==> src/rtl/fetch_unit_if.sv <==
// Fetch-stage bus: instruction-memory address/data, fetch/decode register handshake and branch redirect.
interface fetch_unit_if #(
   parameter int unsigned PC_WIDTH    = 4,
   parameter int unsigned INSTR_WIDTH = 32
);
   logic [PC_WIDTH-1:0]    PC_out;
   logic [INSTR_WIDTH-1:0] IR_in;
   logic                   IR_valid;
   logic [INSTR_WIDTH-1:0] IR_data;
   logic [PC_WIDTH-1:0]    IR_pc;
   logic                   IR_ready;
   logic                   branch_taken;
   logic [PC_WIDTH-1:0]    branch_target;
   logic                   halt;

   modport master (
      output PC_out, IR_valid, IR_data, IR_pc, halt,
      input  IR_in, IR_ready, branch_taken, branch_target
   );

   modport slave (
      input  PC_out, IR_valid, IR_data, IR_pc, halt,
      output IR_in, IR_ready, branch_taken, branch_target
   );
endinterface

==> src/rtl/fetch_unit.sv <==
// Instruction-fetch stage: owns the PC, captures memory words into the fetch/decode register.
// Build option FETCH_WRAP_EN: PC wraps and fetch never halts (default: halt after LAST_PC).
module fetch_unit #(
   parameter int unsigned PC_WIDTH    = 4,
   parameter int unsigned INSTR_WIDTH = 32,
   parameter int unsigned RESET_PC    = 0,
   parameter int unsigned LAST_PC     = 15
) (
   input  logic          clk,
   input  logic          reset,
   fetch_unit_if.master  fetch_if
);

   localparam logic [PC_WIDTH-1:0] RESET_PC_C = PC_WIDTH'(RESET_PC);
   localparam logic [PC_WIDTH-1:0] PC_ONE_C   = PC_WIDTH'(1);

   typedef enum logic [1:0] {S_START, S_RUN, S_HALT} state_e;

   state_e                 state_q, state_d;
   logic [PC_WIDTH-1:0]    pc_q, pc_d;
   logic                   valid_q, valid_d;
   logic [INSTR_WIDTH-1:0] data_q, data_d;
   logic [PC_WIDTH-1:0]    irpc_q, irpc_d;
`ifndef FETCH_WRAP_EN
   localparam logic [PC_WIDTH-1:0] LAST_PC_C = PC_WIDTH'(LAST_PC);
   logic                   halt_q, halt_d;
`endif

   // Next-state: redirect beats everything except reset; a fetch happens whenever the register is free.
   always_comb begin
      state_d = state_q;
      pc_d    = pc_q;
      valid_d = valid_q;
      data_d  = data_q;
      irpc_d  = irpc_q;
`ifndef FETCH_WRAP_EN
      halt_d  = halt_q;
`endif
      if (fetch_if.branch_taken) begin
         state_d = S_RUN;
         pc_d    = fetch_if.branch_target;
         valid_d = 1'b0;
`ifndef FETCH_WRAP_EN
         halt_d  = 1'b0;
`endif
      end else begin
         case (state_q)
            S_START: state_d = S_RUN;
            S_RUN: begin
               if (!valid_q || fetch_if.IR_ready) begin
                  data_d  = fetch_if.IR_in;
                  irpc_d  = pc_q;
                  valid_d = 1'b1;
                  pc_d    = pc_q + PC_ONE_C;
`ifndef FETCH_WRAP_EN
                  if (pc_q == LAST_PC_C) begin
                     pc_d    = pc_q;
                     state_d = S_HALT;
                     halt_d  = 1'b1;
                  end
`endif
               end
            end
            S_HALT: begin
               if (fetch_if.IR_ready) valid_d = 1'b0;
            end
            default: state_d = S_START;
         endcase
      end
   end

   always_ff @(posedge clk) begin
      if (reset) begin
         state_q <= S_START;
         pc_q    <= RESET_PC_C;
         valid_q <= 1'b0;
         data_q  <= '0;
         irpc_q  <= '0;
`ifndef FETCH_WRAP_EN
         halt_q  <= 1'b0;
`endif
      end else begin
         state_q <= state_d;
         pc_q    <= pc_d;
         valid_q <= valid_d;
         data_q  <= data_d;
         irpc_q  <= irpc_d;
`ifndef FETCH_WRAP_EN
         halt_q  <= halt_d;
`endif
      end
   end

   assign fetch_if.PC_out   = pc_q;
   assign fetch_if.IR_valid = valid_q;
   assign fetch_if.IR_data  = data_q;
   assign fetch_if.IR_pc    = irpc_q;
`ifdef FETCH_WRAP_EN
   assign fetch_if.halt     = 1'b0;
`else
   assign fetch_if.halt     = halt_q;
`endif

endmodule
==> src/flat_wrapper.sv <==
// flat-port wrapper written by rule: the top's interface ports become plain ports
module fetch_unit_flat 
#(
   parameter int unsigned PC_WIDTH    = 4,
   parameter int unsigned INSTR_WIDTH = 32,
   parameter int unsigned RESET_PC    = 0,
   parameter int unsigned LAST_PC     = 15
)
  (clk, reset, fetch_if_PC_out, fetch_if_IR_valid, fetch_if_IR_data, fetch_if_IR_pc, fetch_if_halt, fetch_if_IR_in, fetch_if_IR_ready, fetch_if_branch_taken, fetch_if_branch_target);
  fetch_unit_if #(.PC_WIDTH(PC_WIDTH), .INSTR_WIDTH(INSTR_WIDTH)) fetch_if_i ();
  input  logic clk;
  input  logic reset;
  output wire logic [$bits(fetch_if_i.PC_out)-1:0] fetch_if_PC_out;
  output wire logic [$bits(fetch_if_i.IR_valid)-1:0] fetch_if_IR_valid;
  output wire logic [$bits(fetch_if_i.IR_data)-1:0] fetch_if_IR_data;
  output wire logic [$bits(fetch_if_i.IR_pc)-1:0] fetch_if_IR_pc;
  output wire logic [$bits(fetch_if_i.halt)-1:0] fetch_if_halt;
  input wire logic [$bits(fetch_if_i.IR_in)-1:0] fetch_if_IR_in;
  input wire logic [$bits(fetch_if_i.IR_ready)-1:0] fetch_if_IR_ready;
  input wire logic [$bits(fetch_if_i.branch_taken)-1:0] fetch_if_branch_taken;
  input wire logic [$bits(fetch_if_i.branch_target)-1:0] fetch_if_branch_target;
  assign fetch_if_PC_out = fetch_if_i.PC_out;
  assign fetch_if_IR_valid = fetch_if_i.IR_valid;
  assign fetch_if_IR_data = fetch_if_i.IR_data;
  assign fetch_if_IR_pc = fetch_if_i.IR_pc;
  assign fetch_if_halt = fetch_if_i.halt;
  assign fetch_if_i.IR_in = fetch_if_IR_in;
  assign fetch_if_i.IR_ready = fetch_if_IR_ready;
  assign fetch_if_i.branch_taken = fetch_if_branch_taken;
  assign fetch_if_i.branch_target = fetch_if_branch_target;
  fetch_unit #(.PC_WIDTH(PC_WIDTH), .INSTR_WIDTH(INSTR_WIDTH), .RESET_PC(RESET_PC), .LAST_PC(LAST_PC)) u_core (.clk(clk), .reset(reset), .fetch_if(fetch_if_i));
endmodule
==> config.mk <==
export PLATFORM = sky130hd
export DESIGN_NAME = fetch_unit_flat
export DESIGN_NICKNAME = d
export VERILOG_FILES = /design/src/rtl/fetch_unit_if.sv /design/src/rtl/fetch_unit.sv /design/src/flat_wrapper.sv
export SDC_FILE = /design/constraint.sdc
export NUM_CORES = 1
export LEC_CHECK = 0
export BUFFER_PORTS_ARGS = -buffer_cell sky130_fd_sc_hd__buf_2
export CAP_MARGIN = 30
export CELL_PAD_IN_SITES_DETAIL_PLACEMENT = 0
export CELL_PAD_IN_SITES_GLOBAL_PLACEMENT = 2
export CORE_MARGIN = 3
export CORE_UTILIZATION = 28
export DETAILED_ROUTE_END_ITERATION = 16
export PLACE_DENSITY_LB_ADDON = 0.1
export REMOVE_ABC_BUFFERS = 1
export SYNTH_ARGS = -nofsm -noshare
export SYNTH_HDL_FRONTEND = slang
export SYNTH_SLANG_ARGS = --single-unit
==> constraint.sdc <==
create_clock -name clk -period 4.5 [get_ports clk]
set_clock_uncertainty 0.1 [all_clocks]
set_input_delay 0.225 -clock clk [delete_from_list [all_inputs] [get_ports clk]]
set_output_delay 0.225 -clock clk [all_outputs]
set_load 0.03 [all_outputs]
; ---- Word-level counts from Yosys, hierarchy flattened
; Cells that the tools add are included.
[word_totals]
reg_bits = 44
inputBits = 40
out_inout_bits = 42
word_cells = 44
[classes]
add_sub_neg = 1
n_eq_ne = 10
n_mux = 11
bitwise = 2
n_reduce_logical = 13
[op_table]
columns = cell, count
row1 = 3-bit AND reduction, 6
row2 = 4-bit two-way mux, 4
row3 = 2-bit inequality test (second input constant), 3
row4 = 3-bit by 2-bit inequality test with 1-bit output (second input constant), 2
row5 = 2-bit one-hot mux with 3 select lines, 1
row6 = 2-bit nonzero test, 3
row7 = 4-bit by 1-bit adder with 4-bit output (second input constant), 1
row8 = 4-bit equality test (second input constant), 1
row9 = 2-bit two-way mux, 2
row10 = 2-bit by 1-bit inequality test with 1-bit output (second input constant), 2
row11 = 1-bit two-way mux, 3
row12 = 2-bit by 1-bit equality test with 1-bit output (second input constant), 1
row13 = 2-bit equality test (second input constant), 1
row14 = 2-bit logical NOT, 1
row15 = 1-bit inverter, 2
row16 = 1-bit one-hot mux with 2 select lines, 1
row17 = 2-bit OR reduction, 1
row18 = 1-bit logical NOT, 1
row19 = 1-bit logical OR, 1

; ---- Depth between registers and ports, before layout
; Gate-level depths: netlist of run 1.
[depth]
depth_word = 5
depth_mapped = 6
ltp_nobuf = 5

; ---- Worst setup path after synthesis of run 1
; Ideal clock, no wire load.
[synth_path]
path_kind = register to register
startpoint = register u_core.pc_q[0] (netlist: u_core.fetch_if.PC_out[0])
endpoint = register u_core.state_q[0]
setup_time_ns = 0.128
arrival_time_ns = 1.466
t_required_ns = 4.272
slack_ns = 2.806
stages_incl_launch_ff = 6
n_path_buf = 0
period_less_slack_ns = 1.694
path_cell_list = dfxtp_1 ha_1 nand3_1 or3b_1 a21oi_1 nor2_1
[synth_via]
elab_chain_len = 3
[synth_lines]
columns = element, line_no
row1 = start: declaration, fetch_unit.sv:20  ; logic [PC_WIDTH-1:0] pc_q, pc_d;
row2 = start signal: assignment, fetch_unit.sv:84  ; pc_q <= pc_d;
row3 = 4-bit equality test, fetch_unit.sv:56  ; if (pc_q == LAST_PC_C) begin
row4 = 3-bit by 2-bit inequality test with 1-bit output (no line), --
row5 = 3-bit AND reduction (no line), --
row6 = end signal: assignment, fetch_unit.sv:83  ; state_q <= state_d;
row7 = end: declaration, fetch_unit.sv:19  ; state_e state_q, state_d;
; No other way between the ends.
; A chain may end at the register's enable or synchronous reset.

; ---- Final worst setup path of run 1
[layout_path]
startpoint = register u_core.state_q[0]
endpoint = register u_core.irpc_q[0] (netlist: u_core.fetch_if.IR_pc[0])
[layout_via]
elab_chain_len = 2
[layout_lines]
columns = element, line_no
row1 = 2-bit by 1-bit equality test with 1-bit output, fetch_unit.sv:47  ; case (state_q)
row2 = 3-bit AND reduction (no line), --
row3 = end signal: assignment, fetch_unit.sv:87  ; irpc_q <= irpc_d;
row4 = end: declaration, fetch_unit.sv:23  ; logic [PC_WIDTH-1:0] irpc_q, irpc_d;
; No other way between the ends.

==> results of run 1 <==
==> worst reg2reg max path, cell delays in order (launching register included) <==
cell     delay, ns
dfxtp_1       0.39
nor2b_4       0.21
nor3b_4       0.44
buf_4         0.53
mux2i_1       0.30
nor2_1        0.05
==> layout make-up <==
class,count,area [µm²]
well taps,75,93.84
clock buffers,5,68.82
repair buffers,82,412.9
inverters,5,18.77
flip-flops and latches,44,880.8
clock inverters,1,30.03
multi-input cells,107,747.0
fillers,637,3704
==> final timing paths <==
check / depth (start not counted) / to / slack (ns)
setup / recovery: 5 / u_core.fetch_if.IR_pc[0] / 2.36
hold / removal: 3 / u_core.fetch_if.IR_data[22] / 0.06
setup reg to reg: 5 / u_core.fetch_if.IR_pc[0] / 2.36
hold reg to reg: 2 / u_core.fetch_if.IR_data[22] / 0.39
==> cells in the final DEF (no fill, tap or decap) <==
cell and count:
nand3b_1 1, o21ai_0 2, clkbuf_8 5, inv_1 5, nor2_1 41, or4_1 1, dfxtp_1 44, or3b_1 1
buf_4 1, nand3_1 3, nand4b_1 1, nor2b_4 1, ha_1 1, nor3b_4 1, bufinv_16 1, a41oi_1 1
mux2i_1 37, buf_2 81, o21a_1 4, mux2_2 1, a221oi_1 1, nand2_1 2, a21oi_1 3, xnor2_1 1
and2b_4 1, a31oi_1 1, nand2b_1 1, o211ai_1 1
==> cells by family after synthesis <==
| family | count (synthesis) | share of synthesized area (%) |
|---|---|---|
| buf+inv | 15 | 6.494 |
| fa+ha+maj | 1 | 0.7214 |
| compound gates | 13 | 4.979 |
| flops | 44 | 50.79 |
| simple gates | 54 | 14.50 |
| xor+xnor | 1 | 0.5051 |
| mux | 38 | 22.01 |
==> registers in the layout, indices dropped and copies added, names as in the netlist <==
name / flops
u_core.fetch_if.IR_data: 32
u_core.fetch_if.halt: 1
u_core.fetch_if.IR_pc: 4
u_core.state_q: 2
u_core.fetch_if.PC_out: 4
u_core.fetch_if.IR_valid: 1
==> routing by layer <==
| metal | GRT usage [%] | part of all wire, % | vias up |
|---|---|---|---|
| li1 | - | - | 709 |
| met1 | 13.53 | 42 | 619 |
| met2 | 19.15 | 49 | 46 |
| met3 | 5.103 | 7.6 | 6 |
| met4 | 3.453 | 1.2 | 0 |
| met5 | 0 | 0 | - |
==> power breakdown <==
| group | switching, mW | total (mW) | leakage [nW] | internal, mW |
|---|---|---|---|---|
| Clock | 0.126 | 0.285 | 0.0501 | 0.159 |
| Combinational | 0.0794 | 0.131 | 0.672 | 0.0511 |
| Sequential | 0.0125 | 0.421 | 0.360 | 0.408 |
| Total | 0.218 | 0.836 | 1.08 | 0.619 |
==> out/summary.txt, run 1 <==
crit-path leading delay family - simple AND/OR/NAND/NOR gates
register area share after synthesis - 50.79%
post-detail-place hpwl - 2802 µm
Syn Area/Cell - 10.45 µm²
Async SR Flop Fraction - 0%
hold slack - 0.06289 ns
final core occ - 37.82%
slew of the pin with the lowest slew margin - 0.7955 ns
largest area contributor in the netlist - dfxtp_1
Power, Total - 836.5 µW
antenna violations before repair - 0
startpoint types - register
critical-path cell list - nor2b_4 -> nor3b_4 -> buf_4 -> mux2i_1 -> nor2_1
top area cells in the synthesized netlist - dfxtp_1 51%, mux2i_1 21%, nor2_1 8.9%, buf_12 3.5%, o21a_1 1.7%
layout cells sized above 1 - 37.70%
Mapped Area - 1734 µm²
IO buf count - 81
Skew-Pair Late Insertion Delay - 0.29 ns
cts bufs inserted - 5
CTS clk-pin slew, worst paths - 0.08 ns
P_leak - 1.082 nW
routability cong. - 0.7173
CP Launch Point - u_core.state_q[0]
worst setup margin - 2.362 ns
DRT Pass-1 Iters - 4
CTS root buf - clkbuf_8
critical path endpoint category - register
Die Wd - 84.70 µm
Yosys top cell area share - 50.79%
cell count after synthesis - 166
worst-path fanout max - 30
Hold Crit Class - input pin to register
Slowest cell on crit path - buf_4
number of global-route vias before repair - 1435
Commonest cells post-synth - 44 x dfxtp_1, 41 x nor2_1, 37 x mux2i_1
worst vdd ir - 0.0001398 V
Design Area, Final - 2252 µm²
postcts setup bufs - 0
crit path time final - 2.138 ns
total number of vias - 1380
Post-Route WL - 3948 µm
launching point of the worst reg2reg path - u_core.state_q[0]
DRC Markers - 0
GRT Residual Overflow - 0
flops & latches, synth - 44
RSZ-0062 raised after global routing - false
endpoints failing setup - 0
Buffers & Inverters on Critical Path - 1
gr usage total - 11.57%
pre-CTS setup slack - 2.346 ns
H-tree depth - 2
placed cell area - 2153 µm²
period utilisation layout - 47.51%
Rel. slew slack - 46.97%
Ant. Diodes - 0
Setup TNS Final - 0 ns
Max stage delay on crit path - 0.52 ns
IO Pins - 82
Layout area overhead - 29.87%
nets - 286
largest net degree at the start of global routing - 44
worst path required time - 4.56 ns
Crit Path Class - register to register
Rows - 28
antenna viol nets, final - 0
# hold bufs at CTS - 0
Max Fclk - 467.8 MHz
Distinct cells, synth - 27
wire per inst - 12.38 µm
CTS tree - done
1st-iter DRT viols - 27
first-pass GRT wire length - 6637 µm
Clock Tree Buf Depth - 2
core box area - 5956 µm²
yosys synthesis warning count - 0
Most used DFF post-synth - dfxtp_1
# Max-Cap Violations - 0
hold_sp - fetch_if_IR_in[22]
Via density - 4.326
Arr. time, crit path - 2.20 ns
Inst Count DP - 313
final hold violations - 0
die area - 7174 µm²
die span in y - 84.70 µm
initial core utilization - 29.12%
Clock Sinks - 44
cell with the most instances after synthesis - dfxtp_1
Post-CTS Resized - 0
Post-synth EDFFs - 0
P per Cell Area - 371.4 nW/µm²
Final Max Tran Viols - 0
non-filler cells, final - 319
status - finished clean
No activity file was read; power rests on OpenSTA's default activity.
==> run 2, diff against run 1 <==
- CORE_UTILIZATION: 28 -> 24
- clock period: 4.5 -> 1.9 ns (I/O delays scaled with it)
==> run 2 against run 1 <==
Effect of this change:
- design area rose by 19%
- non-clock buffer count rose by 36
- die area up 15%
- clock-buffer cell count did not move
- global-route usage down 0.58 points
- combinational power rose to 2.9 times the previous value
- clock power rose to 2.5 times the previous value
- first-iteration DRC count is 81% higher
- final cell count up 18%
- register-to-register slack worse by 2.2 ns
- routed wire length is 13% higher
- critical path type unchanged
- largest cell class unchanged
==> out/summary.txt, run 2 (same netlist as run 1, synthesis figures left out) <==
antenna viol nets, final - 0 (unchanged)
CTS root buf - clkbuf_8
IO buf count - 81 (unchanged)
Clock Sinks - 44 (unchanged)
GRT Residual Overflow - 0 (unchanged)
initial core utilization - 25.11% (-4.0 points)
postcts setup bufs - 0 (unchanged)
P_leak - 1.251 nW (+16%)
Via density - 4.122 (-4.7%)
Min-Delay Endpoint - u_core.fetch_if.PC_out[3]
final core occ - 38.86% (+1.0 points)
Post-Route WL - 4465 µm (+13%)
RR Endpoint - u_core.fetch_if.PC_out[2]
CTS clk-pin slew, worst paths - 0.09 ns (about the same)
Post-CTS Resized - 0 (unchanged)
layout cells sized above 1 - 34.04% (-3.7 points)
Crit Path Class - register to register
max reg flops - 32 (unchanged)
Ant. Diodes - 0 (unchanged)
Power, Total - 2.091 mW (+150%)
commonest non-fill, non-tap cell in the layout - buf_2
cts bufs inserted - 5 (unchanged)
H-tree depth - 2 (unchanged)
wire per inst - 11.81 µm (-4.6%)
die span in y - 91.01 µm (+7.4%)
Max Fclk - 574.4 MHz (+23%)
gr usage total - 11.00% (-0.58 points)
Arr. time, crit path - 1.89 ns (-0.31 ns)
post-detail-place hpwl - 2961 µm (+5.7%)
Clock Tree Buf Depth - 2 (unchanged)
DRT Pass-1 Iters - 4 (unchanged)
DRC Markers - 0 (unchanged)
flop2flop setup slack - 0.16 ns (-2.20 ns)
CTS tree - done
first-pass GRT wire length - 7327 µm (+10%)
worst vdd ir - 0.0002750 V (+97%)
1st-iter DRT viols - 49 (+81%)
crit path time final - 1.741 ns (-0.3967 ns)
nets - 322 (+13%)
core box area - 6907 µm² (+16%)
hold_sp - fetch_if_branch_target[3]
number of global-route vias before repair - 1531 (+6.7%)
Final Max Tran Viols - 0 (unchanged)
# hold bufs at CTS - 34 (+34)
largest net degree at the start of global routing - 40 (-9.1%)
period utilisation layout - 91.64% (+44 points)
die area - 8282 µm² (+15%)
worst setup margin - 0.1589 ns (-2.203 ns)
Skew-Pair Late Insertion Delay - 0.29 ns (about the same)
antenna violations before repair - 0 (unchanged)
routability cong. - 0.6739 (-6.1%)
RSZ-0062 raised after global routing - false
Rel. slew slack - 80.56% (+34 points)
hold path cells - 4 (+1)
launching point of the worst reg2reg path - u_core.fetch_if.PC_out[1]
placed cell area - 2232 µm² (+3.7%)
final hold violations - 0 (unchanged)
Design Area, Final - 2684 µm² (+19%)
endpoints failing setup - 0 (unchanged)
critical path endpoint category - register
P per Cell Area - 779.1 nW/µm² (+110%)
Layout area overhead - 54.76%
commonest cells after routing, fill and taps aside - 81 x buf_2, 44 x dfxtp_1, 41 x nor2_1
worst path required time - 2.04 ns (-2.52 ns)
total number of vias - 1558 (+13%)
worst-path fanout max - 5 (-83%)
pre-CTS setup slack - 0.2740 ns (-2.072 ns)
Rows - 30 (+7.1%)
Die Wd - 91.01 µm (+7.4%)
slew of the pin with the lowest slew margin - 0.2912 ns (-0.5042 ns)
status - finished clean
IO Pins - 82 (unchanged)
FF-to-FF path depth - 4 (-1)
Setup TNS Final - 0 ns (unchanged)
startpoint types - register
Hold Crit Class - input pin to register
# Max-Cap Violations - 0 (unchanged)
## run 2: worst max-delay path by stage
stage | from | endpoint
after detailed placement | u_core.state_q[0] | u_core.fetch_if.IR_data[29]
after floorplan | u_core.fetch_if.IR_valid | u_core.fetch_if.IR_data[0]
after global routing | u_core.fetch_if.PC_out[1] | u_core.fetch_if.PC_out[2]
after global placement | u_core.state_q[0] | u_core.fetch_if.IR_data[19]
after CTS | u_core.fetch_if.PC_out[1] | u_core.fetch_if.PC_out[2]
final | u_core.fetch_if.PC_out[1] | u_core.fetch_if.PC_out[2]
## run 2: report_power, final
part | leakage [nW] | internal, mW | total (mW) | switching (mW)
combinational | 0.837 | 0.178 | 0.381 | 0.203
clock | 0.0541 | 0.389 | 0.714 | 0.325
sequential | 0.360 | 0.967 | 0.996 | 0.0287
total | 1.25 | 1.53 | 2.09 | 0.557
## run 2: layout make-up
class | count | area, µm²
tap | 96 | 120.1
sequential | 44 | 880.8
clock inverter | 3 | 42.54
timing repair buffer | 118 | 805.8
inverter | 5 | 18.77
clock buffer | 5 | 68.82
fill | 744 | 4223
multi-input combinational | 107 | 747.0
## run 2: per-stage QoR
| step | hold WS (ns) | instances |
|---|---|---|
| after detailed placement | 0.2371 | 336 |
| after global placement | 0.2286 | 336 |
| after global routing | 0.04407 | 378 |
| final | 0.01720 | 378 |
| after CTS | 0.008339 | 378 |
| after floorplan | 0.06738 | 156 |
## run 2: worst max-delay path, stage by stage (launching register included)
cell           delay (ns)
dfxtp_1              0.41
ha_1                 0.22
a41oi_1              0.12
a221oi_1             0.27
dlygate4sd3_1        0.57
## run 2: metal layers
metal / vias to the layer above / GRT usage, % / share of wire [%]
met3: 5 / 3.563 / 6.0
met1: 724 / 13.37 / 45
met2: 44 / 18.21 / 48
li1: 785 / - / -
met5: - / 0 / 0
met4: 0 / 3.769 / 1.1
